[src/rtl/booth_mult_arbiter_if.sv]
`default_nettype none
// ============================================================================
// Module   : booth_mult_arbiter_if
// Brief    : Requester-side and multiplier-side bus of booth_mult_arbiter.
// Revision : 1.0 - initial release
// ============================================================================
interface booth_mult_arbiter_if #(
    parameter int NREQ  = 4,
    parameter int WIDTH = 6
);
    logic [NREQ-1:0]       req;
    logic [NREQ*WIDTH-1:0] a_in;
    logic [NREQ*WIDTH-1:0] b_in;
    logic [NREQ-1:0]       gnt;
    logic [NREQ-1:0]       done;
    logic                  err;
    logic [2*WIDTH-1:0]    result;
    logic                  busy;
    logic                  mul_start;
    logic [WIDTH-1:0]      mul_multiplicand;
    logic [WIDTH-1:0]      mul_multiplier;
    logic                  mul_ready;
    logic [2*WIDTH-1:0]    mul_out;

    // Arbiter view.
    modport slave (
        input  req, a_in, b_in, mul_ready, mul_out,
        output gnt, done, err, result, busy,
               mul_start, mul_multiplicand, mul_multiplier
    );

    // Environment view: requesters plus the multiplier.
    modport master (
        output req, a_in, b_in, mul_ready, mul_out,
        input  gnt, done, err, result, busy,
               mul_start, mul_multiplicand, mul_multiplier
    );
endinterface
`default_nettype wire

[src/rtl/booth_mult_arbiter.sv]
`default_nettype none
// ============================================================================
// Module   : booth_mult_arbiter
// Brief    : Round-robin sharing of one Booth multiplier with timeout watchdog.
// Revision : 1.0 - initial release
// ============================================================================
module booth_mult_arbiter #(
    parameter int NREQ    = 4,
    parameter int WIDTH   = 6,
    parameter int TIMEOUT = 63
) (
    input  wire logic           clk,
    input  wire logic           rst,
    booth_mult_arbiter_if.slave bus
);
    localparam int c_PW = (NREQ > 1) ? $clog2(NREQ) : 1;
    localparam int c_CW = $clog2(TIMEOUT + 1);

    localparam logic [2:0] c_IDLE      = 3'd0;
    localparam logic [2:0] c_ISSUE     = 3'd1;
    localparam logic [2:0] c_WAIT_ACC  = 3'd2;
    localparam logic [2:0] c_WAIT_DONE = 3'd3;
    localparam logic [2:0] c_RESP      = 3'd4;

    logic [2:0]         r_state;
    logic [NREQ-1:0]    r_gnt;
    logic [NREQ-1:0]    r_done;
    logic               r_err;
    logic               r_busy;
    logic               r_start;
    logic [2*WIDTH-1:0] r_result;
    logic [WIDTH-1:0]   r_mcand;
    logic [WIDTH-1:0]   r_mplier;
    logic [c_PW-1:0]    r_ptr;
    logic [c_PW-1:0]    r_win;
    logic [c_CW-1:0]    r_cnt;

    logic               w_any;
    logic [c_PW-1:0]    w_idx;
    logic [c_PW:0]      w_sum;
    logic               w_tmo;

    // Scan offsets from farthest to nearest so the request closest after r_ptr wins.
    always_comb begin
        w_any = 1'b0;
        w_idx = '0;
        w_sum = '0;
        for (int k = NREQ; k >= 1; k--) begin
            w_sum = {1'b0, r_ptr} + (c_PW + 1)'(k);
            if (w_sum >= (c_PW + 1)'(NREQ)) begin
                w_sum = w_sum - (c_PW + 1)'(NREQ);
            end
            if (bus.req[w_sum[c_PW-1:0]]) begin
                w_any = 1'b1;
                w_idx = w_sum[c_PW-1:0];
            end
        end
    end

    assign w_tmo = (r_cnt >= c_CW'(TIMEOUT - 1));

    always_ff @(posedge clk or negedge rst) begin
        if (!rst) begin
            r_state  <= c_IDLE;
            r_gnt    <= '0;
            r_done   <= '0;
            r_err    <= 1'b0;
            r_busy   <= 1'b0;
            r_start  <= 1'b0;
            r_result <= '0;
            r_mcand  <= '0;
            r_mplier <= '0;
            r_ptr    <= c_PW'(NREQ - 1);
            r_win    <= '0;
            r_cnt    <= '0;
        end else begin
            r_done <= '0;
            r_err  <= 1'b0;
            case (r_state)
                c_IDLE: begin
                    if (w_any) begin
                        r_state  <= c_ISSUE;
                        r_gnt    <= NREQ'(1) << w_idx;
                        r_win    <= w_idx;
                        r_mcand  <= bus.a_in[w_idx*WIDTH +: WIDTH];
                        r_mplier <= bus.b_in[w_idx*WIDTH +: WIDTH];
                        r_busy   <= 1'b1;
                    end
                end
                c_ISSUE: begin
                    r_start <= 1'b1;
                    r_cnt   <= '0;
                    r_state <= c_WAIT_ACC;
                end
                c_WAIT_ACC: begin
                    if (!bus.mul_ready) begin
                        r_state <= c_WAIT_DONE;
                        r_cnt   <= r_cnt + 1'b1;
                    end else if (w_tmo) begin
                        r_state <= c_RESP;
                        r_start <= 1'b0;
                        r_done  <= r_gnt;
                        r_err   <= 1'b1;
                    end else begin
                        r_cnt <= r_cnt + 1'b1;
                    end
                end
                c_WAIT_DONE: begin
                    if (bus.mul_ready) begin
                        r_state  <= c_RESP;
                        r_start  <= 1'b0;
                        r_done   <= r_gnt;
                        r_result <= bus.mul_out;
                    end else if (w_tmo) begin
                        // Abort keeps the previous product visible.
                        r_state <= c_RESP;
                        r_start <= 1'b0;
                        r_done  <= r_gnt;
                        r_err   <= 1'b1;
                    end else begin
                        r_cnt <= r_cnt + 1'b1;
                    end
                end
                c_RESP: begin
                    r_state <= c_IDLE;
                    r_gnt   <= '0;
                    r_busy  <= 1'b0;
                    r_ptr   <= r_win;
                end
                default: begin
                    r_state <= c_IDLE;
                    r_gnt   <= '0;
                    r_busy  <= 1'b0;
                    r_start <= 1'b0;
                end
            endcase
        end
    end

    assign bus.gnt              = r_gnt;
    assign bus.done             = r_done;
    assign bus.err              = r_err;
    assign bus.result           = r_result;
    assign bus.busy             = r_busy;
    assign bus.mul_start        = r_start;
    assign bus.mul_multiplicand = r_mcand;
    assign bus.mul_multiplier   = r_mplier;
endmodule
`default_nettype wire
[src/flat_wrapper.sv]
// flat-port wrapper written by rule: the top's interface ports become plain ports
module booth_mult_arbiter_flat 
#(
    parameter int NREQ    = 4,
    parameter int WIDTH   = 6,
    parameter int TIMEOUT = 63
)
  (clk, rst, bus_req, bus_a_in, bus_b_in, bus_mul_ready, bus_mul_out, bus_gnt, bus_done, bus_err, bus_result, bus_busy, bus_mul_start, bus_mul_multiplicand, bus_mul_multiplier);
  booth_mult_arbiter_if #(.NREQ(NREQ), .WIDTH(WIDTH)) bus_i ();
  input  wire logic clk;
  input  wire logic rst;
  input wire logic [$bits(bus_i.req)-1:0] bus_req;
  input wire logic [$bits(bus_i.a_in)-1:0] bus_a_in;
  input wire logic [$bits(bus_i.b_in)-1:0] bus_b_in;
  input wire logic [$bits(bus_i.mul_ready)-1:0] bus_mul_ready;
  input wire logic [$bits(bus_i.mul_out)-1:0] bus_mul_out;
  output wire logic [$bits(bus_i.gnt)-1:0] bus_gnt;
  output wire logic [$bits(bus_i.done)-1:0] bus_done;
  output wire logic [$bits(bus_i.err)-1:0] bus_err;
  output wire logic [$bits(bus_i.result)-1:0] bus_result;
  output wire logic [$bits(bus_i.busy)-1:0] bus_busy;
  output wire logic [$bits(bus_i.mul_start)-1:0] bus_mul_start;
  output wire logic [$bits(bus_i.mul_multiplicand)-1:0] bus_mul_multiplicand;
  output wire logic [$bits(bus_i.mul_multiplier)-1:0] bus_mul_multiplier;
  assign bus_i.req = bus_req;
  assign bus_i.a_in = bus_a_in;
  assign bus_i.b_in = bus_b_in;
  assign bus_i.mul_ready = bus_mul_ready;
  assign bus_i.mul_out = bus_mul_out;
  assign bus_gnt = bus_i.gnt;
  assign bus_done = bus_i.done;
  assign bus_err = bus_i.err;
  assign bus_result = bus_i.result;
  assign bus_busy = bus_i.busy;
  assign bus_mul_start = bus_i.mul_start;
  assign bus_mul_multiplicand = bus_i.mul_multiplicand;
  assign bus_mul_multiplier = bus_i.mul_multiplier;
  booth_mult_arbiter #(.NREQ(NREQ), .WIDTH(WIDTH), .TIMEOUT(TIMEOUT)) u_core (.clk(clk), .rst(rst), .bus(bus_i));
endmodule
[config.mk]
export PLATFORM = sky130hd
export DESIGN_NAME = booth_mult_arbiter_flat
export DESIGN_NICKNAME = d
export VERILOG_FILES = /design/src/rtl/booth_mult_arbiter_if.sv /design/src/rtl/booth_mult_arbiter.sv /design/src/flat_wrapper.sv
export SDC_FILE = /design/constraint.sdc
export NUM_CORES = 1
export LEC_CHECK = 0
export CAP_MARGIN = 20
export CORE_ASPECT_RATIO = 0.9
export CORE_MARGIN = 2
export CORE_UTILIZATION = 44
export DETAILED_ROUTE_END_ITERATION = 8
export PLACE_DENSITY = 0.81
export SETUP_SLACK_MARGIN = 0.4
export SKIP_CTS_REPAIR_TIMING = 1
export SYNTH_ARGS = -nofsm -noshare
export SYNTH_HDL_FRONTEND = slang
export SYNTH_SLANG_ARGS = --single-unit
[constraint.sdc]
create_clock -name clk -period 2.4 [get_ports clk]
set_input_delay 0.48 -clock clk [delete_from_list [all_inputs] [get_ports clk]]
set_output_delay 0.48 -clock clk [all_outputs]
set_load 0.05 [all_outputs]
### Word-level counts from Yosys, hierarchy flattened

Cells that the tools add are included.

* bits of input ports: 67
* register bits: 48
* logic and storage cells: 97
* output and inout port bits: 35

* multiplexer cells: 45
* bitwise operators: 2
* equal/unequal tests: 7
* magnitude comparators: 9
* reduce and logical (&&, ||, !) cells: 9
* multiply operators: 1
* add/subtract/negate cells: 9
* shifts and indexed selects: 3

Operators with widths (number)
* 24-bit by 6-bit variable part select with 6-bit output: 2
* 6-bit two-way mux: 3
* 6-bit one-hot mux with 3 select lines: 1
* 2-bit two-way mux: 8
* 4-bit two-way mux: 4
* 4-bit one-hot mux with 2 select lines: 2
* 1-bit two-way mux: 15
* 3-bit greater-or-equal comparator, second input constant: 4
* 2-bit by 3-bit less-than comparator with 1-bit output, second input constant: 4
* 3-bit two-way mux: 4
* 3-bit one-hot mux with 4 select lines: 1
* 2-bit AND reduction: 5
* 1-bit binary-select mux with 2-bit select: 4
* 2-bit by 1-bit subtractor with 2-bit output, second input constant: 4
* 2-bit by 2-bit adder with 3-bit output, second input constant: 2
* 6-bit by 1-bit adder with 6-bit output, second input constant: 1
* 3-bit by 2-bit == test with 1-bit output, second input constant: 2
* 6-bit greater-or-equal comparator, second input constant: 1
* 2-bit by 2-bit multiplier with 4-bit output, second input constant: 1
* 2-bit inequality test, second input constant: 2
* 1-bit one-hot mux with 2 select lines: 2
* 1-bit one-hot mux with 4 select lines: 1
* 1-bit by 2-bit << shifter with 4-bit output, first input constant: 1
* 2-bit by 1-bit adder with 3-bit output, second input constant: 1
* other kinds (9): 10

### Logic depth before layout (Yosys ltp)

* depth after elaboration: 12
* gate-level depth with buffers: 8
* gate-level depth less buffers: 7

### Least setup slack after synthesis

Ideal clock, no wire load.

* path kind: input to register
* from: in bus_req[1]
* to: reg u_core.r_mcand[0] (netlist: u_core.bus.mul_multiplicand[0])
* stages on the path: 7
* required time: 2.269 ns
* arrival time: 1.603 ns
* slack: 0.665 ns
* library setup time: 0.131 ns
* buffers on the path: 2
* cells stage by stage: buf_6 or4_4 nand2_4 nor2_1 buf_2 nor2_1 a31oi_1

* longest elaborated chain between the ends: 8
* elaborated cells between the ends (all ways): 19
* classes of those cells: mul: 1; shift: 1; mux: 16; reduce/logical: 1

Ends and longest elaborated chain
* start: declaration: RTL line flat_wrapper.sv:12 `input wire logic [$bits(bus_i.req)-1:0] bus_req;`
* 1-bit binary-select mux with 2-bit select: RTL line booth_mult_arbiter.sv:53 `if (bus.req[w_sum[c_PW-1:0]]) begin`
* 1-bit two-way mux (not written as such): RTL line booth_mult_arbiter.sv:53
* 2-bit two-way mux (4 in series): RTL line booth_mult_arbiter.sv:53
* 2-bit by 2-bit multiplier with 4-bit output: RTL line booth_mult_arbiter.sv:85 `r_mcand <= bus.a_in[w_idx*WIDTH +: WIDTH];`
* 24-bit by 6-bit variable part select with 6-bit output: RTL line booth_mult_arbiter.sv:85
* end signal: assignment: RTL line booth_mult_arbiter.sv:85
* end: declaration: RTL line booth_mult_arbiter.sv:32 `logic [WIDTH-1:0] r_mcand;`

Several ways; a longest one is shown, not always the timed one. The select of a mux whose other input is x is not followed.
A chain may end at the register's enable or synchronous reset.

### Final worst setup path

* from: in bus_req[3]
* to: reg u_core.r_mcand[0] (netlist: u_core.bus.mul_multiplicand[0])

The elaborated chain is that of the path after synthesis.

==> reports/qor.csv <==
metric,value,unit
Startpoint Class,input pin,
ANT cells,0,
final instance area,3840,um2
Peak Freq,494.6,MHz
Starting Density,0.4538,
most frequent cells in the layout,"clkdlybuf4s50_1, dfrtp_1, nor2_1",
VDD IR max,0.8568,mV
Max Slew Vio Count,0,
first-pass GRT wire length,10.61,mm
fin crit period,2.022,ns
CTS buffer count,5,
Final Total Pwr,5.104,mW
Crit Reg-Reg Startpoint,u_core.r_cnt[0],
register area share after synthesis,0.4686,
DP Area,3651,um2
layout cell share with drive strength beyond 1,0.1167,
number of synthesized register bits,48,
TritonRoute pass-1 iters,4,
core area,5660,um2
Worst Setup Path Type,in2reg,
clock transition at the registers of the reported paths,0.08,ns
Final Cycle Share,0.8425,
wire per inst,15.60,um
clk sink count,48,
skew final,0.003948,ns
Final TNS setup,0,ns
Worst-Skew Late Latency,0.30,ns
gr usage total,0.2030,
Final Setup Violations,0,
# nets final,429,
antenna-violating nets left,0,
status,"finished, final reports clean",
DR vias/cell,5.565,
Critical Path Start,bus_req[3],
fillers,446,
Worst Setup End Kind,register,
WL final,6.706,mm
multi-input logic area,1257,um2
worst slew pin tran,0.5577,ns
WP data arrival,2.19,ns
DIE WIDTH,84.54,um
First DRT Iteration DRCs,129,
"Remaining Overflow, GRT",0,
gp weighted congestion,0.8557,
P&R area growth vs syn,49.49,%
Port Buffers,101,
Non-Filler Instances,430,
pre-CTS WS,0.01687,ns
post-route DRC violation count,0,
Netlist cell types,51,
Area contributors post-synth,"dfrtp_1, mux2_1, a221oi_1",
Max-cap violations,0,
hold slack,0.1103,ns
full die area,6466,um2
Yosys top cell area share,0.4481,
Netlist Area Pre-Place,2569,um2
CTS max path bufs,2,
Avg Inst Size Synth,9.956,um2
final core utilization,0.6784,
unrepaired setup endpoints after global routing,yes,
Placed Instances,423,
power per standard cell area,1329,nW/um2
"most common cell after layout, fill and taps aside",clkdlybuf4s50_1,
Via Count,2393,
crit path max fanout,8,
dominant cell type by area after synthesis,dfrtp_1,
Final Worst Setup Slack,0.3781,ns
Leak,1.695,nW
TritonCTS clock tree,built,
CTS Root Cell,clkbuf_8,
final hold vios,0,
Worst slew margin,0.6278,
Worst Path Required,2.57,ns
initial antenna violation count,0,
worst min-delay path class,in2async,
Reg area,1205,um2
Gate Count Post-Synth,258,
largest net degree at the start of global routing,31,
CTS H-tree lvls,2,
R2R depth,7,
hpwl dp,5.027,mm
Ports,102,
total nets after synthesis,327,
Ys Warns,0,
num rows,26,
die height,76.49,um
vias in the first global route,2245,
==> report_power, final <==
part,internal [mW],switching [mW],leakage (nW)
Clock,0.410,0.264,0.0642
Sequential,1.18,0.303,0.580
Combinational,1.14,1.82,1.05
Total,2.72,2.38,1.69
==> cells by family (layout without fill, tap and decap cells) <==
family / count (synthesis) / in the layout / share of synthesized area
AND/OR/NAND/NOR: 95 / 95 / 0.1978
AO/OA/AOI/OAI: 64 / 64 / 0.1763
flip-flops: 48 / 48 / 0.4686
buffers and inverters: 27 / 129 / 0.05601
multiplexers: 20 / 20 / 0.08475
adder cells (fa/ha/maj): 2 / 2 / 0.009740
XOR/XNOR: 2 / 2 / 0.006821
==> cells in the mapped netlist, drive strengths merged <==
| cell type | n |
|---|---|
| dfrtp | 46 |
| nor2 | 28 |
| nand3 | 20 |
| a21oi | 15 |
| a31oi | 15 |
| buf | 14 |
| mux2 | 14 |
| nand2 | 13 |
| a221oi | 12 |
| nand3b | 12 |
| inv | 10 |
| and2 | 6 |
| mux2i | 6 |
| o21ai | 6 |
| nor3 | 5 |
| and3 | 3 |
| clkbuf | 3 |
| nor2b | 3 |
| a211oi | 2 |
| dfstp | 2 |
| ha | 2 |
| o211ai | 2 |
| o22ai | 2 |
| o32ai | 2 |
| xnor2 | 2 |
| a211o | 1 |
| a21o | 1 |
| a311o | 1 |
| a32o | 1 |
| and3b | 1 |
| nand2b | 1 |
| nor4 | 1 |
| o211a | 1 |
| o21a | 1 |
| o221a | 1 |
| o41ai | 1 |
| or2 | 1 |
| or4 | 1 |
==> cell type report <==
class                      count  area share
tap                           70     0.02281
timing repair buffer         112      0.2926
clock buffer                   5     0.01792
clock inverter                 2     0.01564
multi-input combinational    183      0.3275
sequential                    48      0.3138
inverter                      10    0.009775
==> critical path, stage by stage <==
cell and delay, ns:
clkdlybuf4s50_1 0.53, nor2_1 0.11, o211a_1 0.25, a211o_4 0.38
a221oi_1 0.31, a31oi_1 0.14
==> routing by layer <==
metal | share of wire | routed length [um] | GRT usage | vias up
li1 | - | - | - | 1151
met1 | 0.42 | 2795 | 0.2565 | 1129
met2 | 0.49 | 3270 | 0.3346 | 95
met3 | 0.070 | 471 | 0.04984 | 18
met4 | 0.025 | 169 | 0.07937 | 0
met5 | 0 | 0 | 0 | -
==> flip-flops by register name, summed over array words and instances (netlist names) <==
signal / count
u_core.bus.busy: 1
u_core.bus.done: 4
u_core.bus.err: 1
u_core.bus.gnt: 4
u_core.bus.mul_multiplicand: 6
u_core.bus.mul_multiplier: 6
u_core.bus.mul_start: 1
u_core.bus.result: 12
u_core.r_cnt: 6
u_core.r_ptr: 2
u_core.r_state: 3
u_core.r_win: 2
==> worst paths after layout <==
kind                                             endpoint  slack (ns)
min                                     u_core.r_state[1]        0.11
min reg2reg                          u_core.bus.result[1]        0.50
max in group asynchronous                 u_core.r_ptr[0]        1.51
min in group clk                     u_core.bus.result[1]        0.50
max reg2reg                               u_core.r_cnt[0]        0.57
max                        u_core.bus.mul_multiplicand[0]        0.38
No activity file was read; power rests on OpenSTA's default activity.
